==> config.mk <==
export PLATFORM = sky130hd
export DESIGN_NAME = dma_channel_bank
export DESIGN_NICKNAME = d
export VERILOG_FILES = /design/src/rtl/dma_pkg.sv /design/src/rtl/dma_channel_regs.sv /design/src/rtl/dma_channel_bank.sv
export SDC_FILE = /design/constraint.sdc
export NUM_CORES = 1
export LEC_CHECK = 0
export BUFFER_PORTS_ARGS = -buffer_cell sky130_fd_sc_hd__buf_2
export CORE_ASPECT_RATIO = 1.2
export CORE_MARGIN = 4
export CORE_UTILIZATION = 63
export CTS_CLUSTER_SIZE = 20
export DETAILED_ROUTE_END_ITERATION = 8
export GPL_TIMING_DRIVEN = 0
export PLACE_DENSITY = 0.77
export REMOVE_ABC_BUFFERS = 1
export SLEW_MARGIN = 20
export SYNTH_ARGS = -nofsm -noshare
export SYNTH_HDL_FRONTEND = slang
export SYNTH_SLANG_ARGS = --single-unit
==> constraint.sdc <==
create_clock -name clk_i -period 2.9 [get_ports clk_i]
set_input_delay 0.29 -clock clk_i [delete_from_list [all_inputs] [get_ports clk_i]]
set_output_delay 0.29 -clock clk_i [all_outputs]
set_load 0.02 [all_outputs]
==> src/rtl/dma_pkg.sv <==
// Shared constants for the DMA channel bank: register-select encoding and
// default geometry.
package dma_pkg;

  localparam int unsigned NUM_CH_DEFAULT = 4;
  localparam int unsigned REG_W_DEFAULT  = 16;

  localparam logic REG_ADDR  = 1'b0;
  localparam logic REG_COUNT = 1'b1;

endpackage

==> src/rtl/dma_channel_regs.sv <==
// One DMA channel: base/current address and word-count registers, byte-wise
// CPU loading, and per-transfer step with terminal-count auto-reload.
module dma_channel_regs
  import dma_pkg::*;
#(
  parameter int unsigned REG_W = REG_W_DEFAULT,
  parameter int unsigned BP_W  = 1
) (
  input  logic             clk_i,
  input  logic             rst_i,
  input  logic             wr_en_i,
  input  logic             reg_sel_i,
  input  logic [BP_W-1:0]  bp_i,
  input  logic [7:0]       wr_data_i,
  input  logic             step_i,
  input  logic             addr_dec_i,
  input  logic             auto_init_i,
  output logic [REG_W-1:0] cur_addr_o,
  output logic [REG_W-1:0] cur_count_o,
  output logic             tc_o
);

  logic [REG_W-1:0] base_addr_q, base_addr_d;
  logic [REG_W-1:0] base_count_q, base_count_d;
  logic [REG_W-1:0] cur_addr_q, cur_addr_d;
  logic [REG_W-1:0] cur_count_q, cur_count_d;
  logic [BP_W+2:0]  lsb;
  logic             step_ok;

  // A CPU write to this channel discards a coincident transfer step entirely.
  assign step_ok = step_i & ~wr_en_i;
  assign tc_o    = step_ok && (cur_count_q == '0);
  assign lsb     = {bp_i, 3'b000};

  always_comb begin
    base_addr_d  = base_addr_q;
    base_count_d = base_count_q;
    cur_addr_d   = cur_addr_q;
    cur_count_d  = cur_count_q;

    if (step_ok) begin
      if (tc_o && auto_init_i) begin
        cur_addr_d  = base_addr_q;
        cur_count_d = base_count_q;
      end else begin
        cur_addr_d  = addr_dec_i ? cur_addr_q - 1'b1 : cur_addr_q + 1'b1;
        cur_count_d = cur_count_q - 1'b1;
      end
    end

    if (wr_en_i) begin
      if (reg_sel_i == REG_COUNT) begin
        base_count_d[lsb +: 8] = wr_data_i;
        cur_count_d[lsb +: 8]  = wr_data_i;
      end else begin
        base_addr_d[lsb +: 8] = wr_data_i;
        cur_addr_d[lsb +: 8]  = wr_data_i;
      end
    end
  end

  always_ff @(posedge clk_i) begin
    if (rst_i) begin
      base_addr_q  <= '0;
      base_count_q <= '0;
      cur_addr_q   <= '0;
      cur_count_q  <= '0;
    end else begin
      base_addr_q  <= base_addr_d;
      base_count_q <= base_count_d;
      cur_addr_q   <= cur_addr_d;
      cur_count_q  <= cur_count_d;
    end
  end

  assign cur_addr_o  = cur_addr_q;
  assign cur_count_o = cur_count_q;

endmodule

==> src/rtl/dma_channel_bank.sv <==
// Bank of DMA channels behind an 8-bit CPU port with a shared byte pointer,
// sticky terminal-count flags and a one-cycle terminal-count pulse.
module dma_channel_bank
  import dma_pkg::*;
#(
  parameter int unsigned NUM_CH = NUM_CH_DEFAULT,
  parameter int unsigned REG_W  = REG_W_DEFAULT,
  localparam int unsigned CH_W   = (NUM_CH > 1) ? $clog2(NUM_CH) : 1,
  localparam int unsigned NBYTES = REG_W / 8,
  localparam int unsigned BP_W   = (NBYTES > 1) ? $clog2(NBYTES) : 1
) (
  input  logic              clk_i,
  input  logic              rst_i,
  input  logic              master_clear_i,
  input  logic              cpu_write_i,
  input  logic              cpu_read_i,
  input  logic              reg_sel_i,
  input  logic [CH_W-1:0]   ch_sel_i,
  input  logic [7:0]        wr_data_i,
  output logic [7:0]        rd_data_o,
  input  logic              clear_ff_i,
  input  logic [NUM_CH-1:0] addr_dec_i,
  input  logic [NUM_CH-1:0] auto_init_i,
  input  logic              xfer_step_i,
  input  logic [CH_W-1:0]   active_ch_i,
  output logic [REG_W-1:0]  address_o,
  input  logic              status_read_i,
  output logic [NUM_CH-1:0] terminal_count_o,
  output logic              tc_pulse_o
);

  logic              clr;
  logic [BP_W-1:0]   bp_q, bp_d;
  logic [REG_W-1:0]  cur_addr  [NUM_CH];
  logic [REG_W-1:0]  cur_count [NUM_CH];
  logic [NUM_CH-1:0] tc_set;
  logic [NUM_CH-1:0] tc_q;
  logic              tc_pulse_q;
  logic [REG_W-1:0]  sel_reg;

  assign clr = rst_i | master_clear_i;

  for (genvar i = 0; i < NUM_CH; i++) begin : g_ch
    dma_channel_regs #(
      .REG_W (REG_W),
      .BP_W  (BP_W)
    ) u_regs (
      .clk_i       (clk_i),
      .rst_i       (clr),
      .wr_en_i     (cpu_write_i && (ch_sel_i == CH_W'(i))),
      .reg_sel_i   (reg_sel_i),
      .bp_i        (bp_q),
      .wr_data_i   (wr_data_i),
      .step_i      (xfer_step_i && (active_ch_i == CH_W'(i))),
      .addr_dec_i  (addr_dec_i[i]),
      .auto_init_i (auto_init_i[i]),
      .cur_addr_o  (cur_addr[i]),
      .cur_count_o (cur_count[i]),
      .tc_o        (tc_set[i])
    );
  end

  always_comb begin
    bp_d = bp_q;
    if (cpu_write_i || cpu_read_i) begin
      bp_d = (bp_q == BP_W'(NBYTES - 1)) ? '0 : bp_q + 1'b1;
    end
    if (clear_ff_i) begin
      bp_d = '0;
    end
  end

  always_ff @(posedge clk_i) begin
    if (clr) begin
      bp_q       <= '0;
      tc_q       <= '0;
      tc_pulse_q <= 1'b0;
    end else begin
      bp_q       <= bp_d;
      // A new terminal count survives a coincident status read.
      tc_q       <= (status_read_i ? '0 : tc_q) | tc_set;
      tc_pulse_q <= |tc_set;
    end
  end

  always_comb begin
    sel_reg   = (reg_sel_i == REG_COUNT) ? cur_count[ch_sel_i] : cur_addr[ch_sel_i];
    rd_data_o = cpu_read_i ? sel_reg[{bp_q, 3'b000} +: 8] : 8'h00;
  end

  assign address_o        = cur_addr[active_ch_i];
  assign terminal_count_o = tc_q;
  assign tc_pulse_o       = tc_pulse_q;

endmodule

# == Word-level counts from Yosys, hierarchy flattened ==
# Cells that the tools add are included.
# word_totals
regBits,262
in_bits,29
output_inout_bits,29
elab_cells,155
# classes
n_addsub,14
order_cmp,2
eq_ne,6
shifts,3
muxes,65
n_bitwise,13
n_reduce_logical,33
# ops
op,count
$mux W16,43
$bwmux W16,16
$sub A16 B1 Y16 const B,8
$bmux W16 S2,3
$add A16 B1 Y16 const B,4
$logic_not A16 Y1,4
$logic_and A1 B1 Y1,16
$reduce_and A2 Y1,8
$shift A8 B6 Y16 const A,1
$shiftx A16 B5 Y8,1
$shiftx A8 B6 Y16,1
$eq A2 B2 Y1 const B,4
$mux W8,1
$ge A3 B3 Y1 const B,2
$neg A4 Y6,1
$not A2 Y3,2
$not A1 Y1,5
$and A1 B1 Y1,4
$eq A2 B1 Y1 const B,2
$logic_not A2 Y1,2
$mux W4,1
$or A4 B4 Y4,1
$reduce_or A4 Y1,1
$reduce_or A2 Y1,1
4 further kinds,4

# == Longest topological paths before layout ==
# Gate-level depths: netlist of the first run.
# logic_depth
ltp_word,11
mapped_depth,11
depth_no_buf,9

# == Modules after synthesis ==
# From an unflattened synthesis of the first run, not the netlist that was laid out.
# hier_totals
cells_unflattened,2109
hier_area_um2,16777.3
# by_module_without_submodules
module,instances,cells_each,area_each_um2,seq_area_each_um2
dma_channel_regs (g_ch[3].u_regs),1,503,3842.4,1281.2
dma_channel_regs (g_ch[1].u_regs),1,488,3799.9,1281.2
dma_channel_regs (g_ch[0].u_regs),1,478,3719.8,1281.2
dma_channel_regs (g_ch[2].u_regs),1,485,3667.3,1281.2
dma_channel_bank,1,155,1747.9,120.1

# == Least setup slack after synthesis of the first run ==
# Ideal clock, no wire load.
# synth_timing
kind,register to register
startpoint,register g_ch[3].u_regs.cur_addr_q[0]
endpoint,register g_ch[3].u_regs.cur_addr_q[12]
setup_ns,0.137
arrival_time_ns,2.189
required_time_ns,2.763
slack_ns,0.574
stages_incl_launch_ff,9
path_buffers,0
period_less_slack_ns,2.326
path_cell_list,dfxtp_1 > fa_1 > a211oi_1 > o21ai_0 > a211oi_1 > o21bai_1 > o41ai_1 > xor2_1 > a31oi_1
# synth_via
elab_chain_len,7
elab_cells_between_ends,8
cone_classes,2 x add/sub; 6 x mux
# synth_lines
element,line,source
"start, declared",dma_channel_regs.sv:25,"logic [REG_W-1:0] cur_addr_q, cur_addr_d;"
"start signal, assigned",dma_channel_regs.sv:71,cur_addr_q <= cur_addr_d;
$add A16 B1 Y16 / $sub A16 B1 Y16 (equally long branches),dma_channel_regs.sv:46,cur_addr_d = addr_dec_i ? cur_addr_q - 1'b1 : cur_addr_q + 1'b1;
$mux W16 *,dma_channel_regs.sv:46,
$mux W16 *,dma_channel_regs.sv:42,if (tc_o && auto_init_i) begin
$mux W16 *,dma_channel_regs.sv:41,if (step_ok) begin
$bwmux W16,dma_channel_regs.sv:57,cur_addr_d[lsb +: 8] = wr_data_i;
$mux W16,dma_channel_regs.sv:52,if (reg_sel_i == REG_COUNT) begin
$mux W16 *,dma_channel_regs.sv:51,if (wr_en_i) begin
# Mark *: on every way between the ends. The rest lies on a longest branch, timed or not.
# A chain may end at the register's enable or synchronous reset.

# == Final worst setup path of the first run ==
# layout_timing
startpoint,register g_ch[3].u_regs.cur_count_q[4]
endpoint,register g_ch[3].u_regs.cur_addr_q[13]
# layout_via
elab_chain_len,8
# layout_lines
element,line,source
"start, declared",dma_channel_regs.sv:26,"logic [REG_W-1:0] cur_count_q, cur_count_d;"
"start signal, assigned",dma_channel_regs.sv:72,cur_count_q <= cur_count_d;
$logic_not A16 Y1 *,dma_channel_regs.sv:32,assign tc_o = step_ok && (cur_count_q == '0);
$logic_and A1 B1 Y1 *,dma_channel_regs.sv:32,
$logic_and A1 B1 Y1 *,dma_channel_regs.sv:42,
$mux W16 *,dma_channel_regs.sv:42,
$mux W16 *,dma_channel_regs.sv:41,
$bwmux W16,dma_channel_regs.sv:57,
$mux W16,dma_channel_regs.sv:52,
$mux W16 *,dma_channel_regs.sv:51,
# Marks and branches as above.

==> flow_summary.yaml, run 1 <==
critical_path:
  start_kind: "flip-flop"
  required_ps: 3330
  cp_max_fo: 25
  critPathArrivalTime_ps: 3160
  startpoint: "g_ch[3].u_regs.cur_count_o[4]$_SDFF_PP0_"
  r2r-start: "g_ch[3].u_regs.cur_count_o[4]$_SDFF_PP0_"
  crit_path_end_kind: "flip-flop"
  crit_type: "flip-flop to flip-flop"
placed_design:
  gp_congestion: 0.9697
  dp_hpwl_um: 34930
  port_buffers: 57
  placed_area_mm2: 0.01669
floorplanning:
  row_count: 64
  io_pins: 58
  start_util: 0.6373
  die_h_um: 183.8
  coreArea_mm2: 0.02546
  die_area_mm2: 0.02840
  die_x_um: 154.5
global_route:
  grt_util_all_layers: 0.3612
  grt_first_pass_wirelength_um: 82770
  gr-total-overflow: 0
  antenna_found_initial: 2
  grt_max_degree: 70
  grt_pass1_vias: 15750
layout:
  final_util: 0.7021
  insertedDiodeCount: 0
  drive_above_1_share: 0.1060
  area_delta_synth_final_pct: 10.18
  nets: 2151
  postLayoutCellArea_mm2: 0.01788
  nFillCells: 2150
synth:
  synth_top_family_by_area: "compound AO/OA/AOI/OAI gates"
  yosys_register_bits: 262
  synth-compound-area-share: 0.2588
  ys_warn_count: 0
  synth-xor-area-share: 0.02914
  synth_top_area_cell: "dfxtp_1"
  synthTopCellsByArea: "dfxtp_1 32%, nand2_1 10%, a21oi_1 9.7%"
  synth.mux.area_fraction: 0.09067
  synth_edf_count: 0
  yosys.area_share.simple: 0.2049
  syn-instance-count: 2079
  synth_flop_cell: "dfxtp_1"
  async_flop_share: 0
  synth-adder-area-share: 0.05428
  yosys.cell_types.count: 72
  synth_top_area_share: 0.3232
  syn_avg_cell_area_um2: 7.806
  ys_seq_area_frac: 0.3232
  syn_area_mm2: 0.01623
clocking:
  cts_buffers: 28
  cts_tree: "built"
  cts_root_buf: "clkbuf_16"
  cts_buffer_depth: 3
  clock_latency_ps: 570
  path_clk_slew_ps: 60
  htreeDepth: 1
  cts.sinks: 262
drt:
  drtIter0Drc: 1958
  ant_nets: 0
  via_per_inst: 6.783
  drtPass1Iterations: 7
  drc: 0
  routed_wl_um: 52900
  wl_per_cell_um: 21.99
  num_vias: 16320
sta:
  finalHoldViolCount: 0
  min_period_ps: 2731
  rsz0062_at_grt: "false"
  max_slew.worst_pin.slew_ps: 1138
  fin_worst_skew_ps: 23.83
  finalCritPeriodShare: 0.9417
  relSlewSlack: 0.2358
  maxSlewViolCount: 0
  setup_viol_count_final: 0
  fin_hold_ws_ps: 12.56
  max_freq_ghz: 0.3662
run_status:
  status: "completed"
worst_hold_path:
  holdCritStartpoint: "status_read_i"
  hold_path.class: "primary input to flip-flop"
run:
  cap_viol_max_count: 0
pwr:
  power.density_mw_per_mm2: 512.8
  ir_drop_v: 0.0006686
  cellLeakagePower_nw: 6.648
  power.total_mw: 9.168
[Yosys cell counts (14+ instances only)]
| cell | count |
|---|---|
| a21o_1 | 25 |
| ha_1 | 64 |
| nor2_1 | 114 |
| xnor2_1 | 29 |
| nand2_1 | 435 |
| dfxtp_1 | 262 |
| mux4_2 | 56 |
| inv_1 | 23 |
| o21ai_0 | 144 |
| or3_1 | 18 |
| a21oi_1 | 315 |
| a31oi_1 | 28 |
| o221ai_1 | 36 |
| buf_2 | 14 |
| clkbuf_1 | 113 |
| nor3_1 | 31 |
| mux2i_1 | 21 |
| nor4_1 | 14 |
| nand3_1 | 55 |
| a211oi_1 | 20 |
| xor2_1 | 25 |
| o211ai_1 | 36 |
[final timing paths]
| path | endpoint | slack (ps) | depth (start not counted) |
|---|---|---|---|
| max reg2reg | g_ch[3].u_regs.cur_addr_o[13]$_SDFF_PP0_ | 170 | 6 |
| max | g_ch[3].u_regs.cur_addr_o[13]$_SDFF_PP0_ | 170 | 6 |
| min | terminal_count_o[1]$_SDFF_PP0_ | 10 | 3 |
| min reg2reg | g_ch[0].u_regs.base_count_q[1]$_SDFFE_PP0P_ | 450 | 2 |
[sequential cells by signal, indices dropped and copies added (netlist names)]
signal                    cells
g_ch.u_regs.base_addr_q      64
tc_pulse_o                    1
g_ch.u_regs.cur_addr_o       64
terminal_count_o              4
bp_q                          1
g_ch.u_regs.cur_count_o      64
g_ch.u_regs.base_count_q     64
[power by group]
group / switching (mW) / internal [mW]
Clock: 1.56 / 2.35
Combinational: 0.985 / 0.533
Sequential: 0.0885 / 3.66
Total: 2.63 / 6.54
[cells by family (layout without fill, tap and decap cells)]
logic type,after synthesis,count (layout)
xor gates and xnor gates,54,54
adders and majority gates,68,68
DFF,262,262
muxes,77,77
buffers and inverters,162,156
and+or+nand+nor,757,760
AOI/OAI and AO/OA,699,699
[layer usage]
layer	part of all wire	up-vias	global-route usage
met5	0.00017	-	0
met4	0.060	2	0.1827
met1	0.38	7716	0.4612
met2	0.45	820	0.5885
li1	-	7592	-
met3	0.10	191	0.06711
[cell usage in the layout, fill, tap and decap left out, drive strengths merged, types with 7 or more instances in the layout]
master / netlist / final
nand2: 435 / 435
a21oi: 315 / 315
dfxtp: 262 / 262
o21ai: 145 / 145
nor2: 114 / 114
buf: 26 / 80
ha: 64 / 64
mux4: 56 / 56
nand3: 55 / 56
clkbuf: 113 / 38
o221ai: 36 / 36
o211ai: 36 / 36
nor3: 31 / 31
xnor2: 29 / 29
a31oi: 28 / 28
a21o: 25 / 25
xor2: 25 / 25
inv: 23 / 23
mux2i: 21 / 21
a211oi: 20 / 20
or3: 18 / 18
nor4: 15 / 15
nand4: 12 / 13
and2: 12 / 12
nand2b: 12 / 12
o21a: 10 / 10
nor2b: 9 / 9
o22ai: 9 / 9
a221oi: 9 / 9
and3: 9 / 9
o311ai: 8 / 8
o21bai: 7 / 7
or4: 7 / 7
clkinv: 0 / 7
[layout make-up]
type                    instances  area (um^2)  area share
flip-flops and latches        262         5246      0.2934
well taps                     330        412.9     0.02309
clock buffers                  38        788.3     0.04409
multi-input cells            1658        10500      0.5875
inverters                      23        86.33    0.004829
repair buffers                 81        626.9     0.03506
clock inverters                14        215.2     0.01204
[repair_timing]
| action | 4_1_cts | 5_1_grt |
|---|---|---|
| gates cloned | 1 | 2 |
| gates resized for setup | 9 | 10 |
| buffers inserted | 3 | 6 |
| hold buffers | 1 | 0 |
| pin swaps | 1 | 6 |
| endpoints found under the hold margin | 1 | 0 |
| endpoints found under the setup margin | 45 | 44 |
[stage by stage]
stage	setup TNS [ps]	instances	setup slack [ps]
3_5_place_dp	-47700	2341	-1332
2_1_floorplan	-2123	1940	-318.1
3_3_place_gp	-318610	2327	-3165
6_report	0	2406	169.0
4_1_cts	0	2398	21.08
5_1_grt	0	2406	65.69
[worst max-delay path, stage by stage, from the launching register on]
cell and delay, ps:
dfxtp_1 390, nor4_2 870, and3_4 550, nand2_1 320
a22oi_1 270, a211o_1 130, nor3_1 40
Note: power is estimated with default switching activity, not from simulation.
==> run 2, diff against run 1 <==
--- a/config.mk
+++ b/config.mk
@@ -17,4 +17,5 @@
 export SLEW_MARGIN = 20
 export SYNTH_ARGS = -nofsm -noshare
 export SYNTH_HDL_FRONTEND = slang
+export SYNTH_HIERARCHICAL = 1
 export SYNTH_SLANG_ARGS = --single-unit
==> run 2 against run 1 <==
Effect of this change: core utilization shrank 1.6 points; total power shrank 3.9%; synthesized area grew 3.4%; routed wire length shrank 1.6%; global-route usage shrank 2.2 points; largest cell class unchanged.
==> flow_summary.yaml, run 2 <==
run_status:
  status: "completed"
global_route:
  antenna_found_initial: 0
  grt_first_pass_wirelength_um: 81210
  grt_max_degree: 69
  gr-total-overflow: 0
  grt_pass1_vias: 15350
  grt_util_all_layers: 0.3387
sta:
  setup_viol_count_final: 0
  finalCritPeriodShare: 0.9639
  fin_worst_skew_ps: 11.21
  min_period_ps: 2795
  relSlewSlack: 0.2730
  max_freq_ghz: 0.3577
  max_slew.worst_pin.slew_ps: 1087
  layout_setup_ws_ps: 104.6
  rsz0062_at_grt: "false"
  tns_ps: 0
  finalHoldViolCount: 0
  maxSlewViolCount: 0
pwr:
  pwr-share-comb: 0.151
  p_sw_frac: 0.2839
  power.density_mw_per_mm2: 488.8
  p_switching_mw: 2.500
  pwr-share-clk: 0.425
  p_int_mw: 6.307
  power.total_mw: 8.807
  cellLeakagePower_nw: 6.662
  ir_drop_v: 0.0005026
  seqPwrFrac: 0.425
critical_path:
  required_ps: 3390
  crit_type: "primary input to flip-flop"
  start_kind: "primary input"
  crit_cells: 8
  ff2ff_path_depth: 8
  cp_max_fo: 20
  crit_slowest_cell: "nor3b_1"
  cpMostUsedCell: "and3_1"
  slowest_delay_ps: 710
  cp_top_family: "simple AND/OR/NAND/NOR gates"
  cp_num_buf_inv: 1
  critPathArrivalTime_ps: 3280
  crit_path_end_kind: "flip-flop"
  path_cells: "buf_2 > nor3b_1 > nor4bb_1 > and3_1 > and3_1 > o21ai_1 > a221o_1 > a21oi_1"
synth:
  synth_top_area_share: 0.3126
  yosys.cell_types.count: 95
  async_flop_share: 0
  synth.mux.area_fraction: 0.07540
  syn_area_mm2: 0.01678
  syn-instance-count: 2109
  synth-compound-area-share: 0.2615
  synth_flop_cell: "dfxtp_1"
  synth_top_area_cell: "dfxtp_1"
  ys_seq_area_frac: 0.3126
  synth_most_common_cell: "nand2_1"
  ys_warn_count: 6
  synth_edf_count: 0
  synthTopCellsByArea: "dfxtp_1 31%, a21oi_1 8.6%, nand2_1 8.5%"
  yosys.area_share.simple: 0.2146
  syn_avg_cell_area_um2: 7.955
  synth_top_family_by_area: "compound AO/OA/AOI/OAI gates"
  synth-xor-area-share: 0.02871
  synth.top_cells.by_count: "381 x nand2_1, 288 x a21oi_1, 262 x dfxtp_1"
  yosys_register_bits: 262
  synth-adder-area-share: 0.05250
drt:
  wl_per_cell_um: 21.53
  drtIter0Drc: 1836
  drc: 0
  routed_wl_um: 52040
  num_vias: 16400
  drtPass1Iterations: 6
  ant_nets: 0
  via_per_inst: 6.785
clocking:
  cts_buffer_depth: 3
  cts_buffers: 29
  cts_root_buf: "clkbuf_16"
  path_clk_slew_ps: 60
  clock_latency_ps: 560
  cts_tree: "built"
  cts.sinks: 262
  htreeDepth: 1
placed_design:
  dp_cells: 2361
  dp_hpwl_um: 34450
  dp_slack_ps: -1363
  gp_congestion: 0.9707
  port_buffers: 57
  placed_area_mm2: 0.01699
layout:
  final_cells: 2417
  regArea_mm2: 0.005249
  insertedDiodeCount: 0
  multi_input_area_mm2: 0.01073
  postLayoutCellArea_mm2: 0.01802
  area_delta_synth_final_pct: 7.391
  layout_commonest_cell: "nand2_1"
  mostFrequentLayoutCells: "381 x nand2_1, 288 x a21oi_1, 261 x dfxtp_1"
  nets: 2156
  nFillCells: 2175
  drive_above_1_share: 0.1090
floorplanning:
  die_area_mm2: 0.02932
  die_x_um: 157.0
  die_h_um: 186.8
  coreArea_mm2: 0.02627
  io_pins: 58
  start_util: 0.6387
  row_count: 65
worst_hold_path:
  hold_depth: 4
  hold_path.class: "primary input to flip-flop"
run:
  cap_viol_max_count: 0
run 2: cell count changes after synthesis, sizes merged, moves of 11 or more:
cell     change
and3        +17
a2bb2oi     +11
nand2       -54
o21ai       -35
o211ai      -12
a211oi      +15
buf         +26
inv         +22
a221oi      +14
nor2        +40
a21oi       -27
mux4        -18
clkbuf      -17
run 2: through the flow:
stage | hold WS [ps] | utilization
2_1_floorplan | 369.3 | -
3_3_place_gp | 438.8 | 0.6371
3_5_place_dp | 443.6 | 0.6467
4_1_cts | 69.99 | 0.6844
5_1_grt | 119.2 | 0.6859
6_report | 87.26 | 0.6859
run 2: area by class of cell:
| type | instances | share of cell area |
|---|---|---|
| clock inverters | 20 | 0.01049 |
| repair buffers | 66 | 0.02715 |
| inverters | 45 | 0.009375 |
| clock buffers | 34 | 0.04299 |
| flip-flops and latches | 262 | 0.2913 |
| well taps | 335 | 0.02326 |
| multi-input cells | 1655 | 0.5954 |
run 2: what timing repair did:
action                                 4_1_cts  5_1_grt
gates cloned                                 0        1
gates resized for setup                      7        9
hold buffers                                 1        0
pin swaps                                    0        1
buffers inserted                             0        0
endpoints found under the hold margin        1        0
setup endpoints to repair                   89       40
run 2: cell families after synthesis:
kind of cell | count (synthesis)
buffers and inverters | 193
XOR/XNOR | 55
AND/OR/NAND/NOR | 769
adder cells (fa/ha/maj) | 68
flip-flops | 262
AO/OA/AOI/OAI | 686
multiplexers | 76
run 2: worst paths after layout:
check                                              start                                           to  slack (ps)
max                                       active_ch_i[0]    g_ch[0].u_regs/cur_count_o[10]$_SDFF_PP0_         100
min                                        status_read_i               terminal_count_o[1]$_SDFF_PP0_          90
max reg2reg     g_ch[0].u_regs/cur_count_o[0]$_SDFF_PP0_    g_ch[0].u_regs/cur_count_o[10]$_SDFF_PP0_         210
min reg2reg  g_ch[2].u_regs/base_addr_q[10]$_SDFFE_PP0P_  g_ch[2].u_regs/base_addr_q[10]$_SDFFE_PP0P_         450
run 2: routing by layer:
| metal | track usage | routed length, um |
|---|---|---|
| met3 | 0.04384 | 4792 |
| met2 | 0.5370 | 23760 |
| met4 | 0.1596 | 2830 |
| met1 | 0.4574 | 20650 |
| met5 | 0 | 0 |
run 2: worst min-delay path: stages:
cell,delay (ps)
buf_2,70
inv_1,60
a21oi_1,130
nor2_1,40
run 2: power groups by stage:
stage                     sequential (mW)  clock (mW)  combinational [mW]
after CTS                            3.74        3.78                1.29
after detailed placement             3.81           0                1.27
after floorplan                      3.78           0               0.873
final                                3.74        3.74                1.33
after global routing                 3.74        3.92                1.44
after global placement               3.81           0                1.23
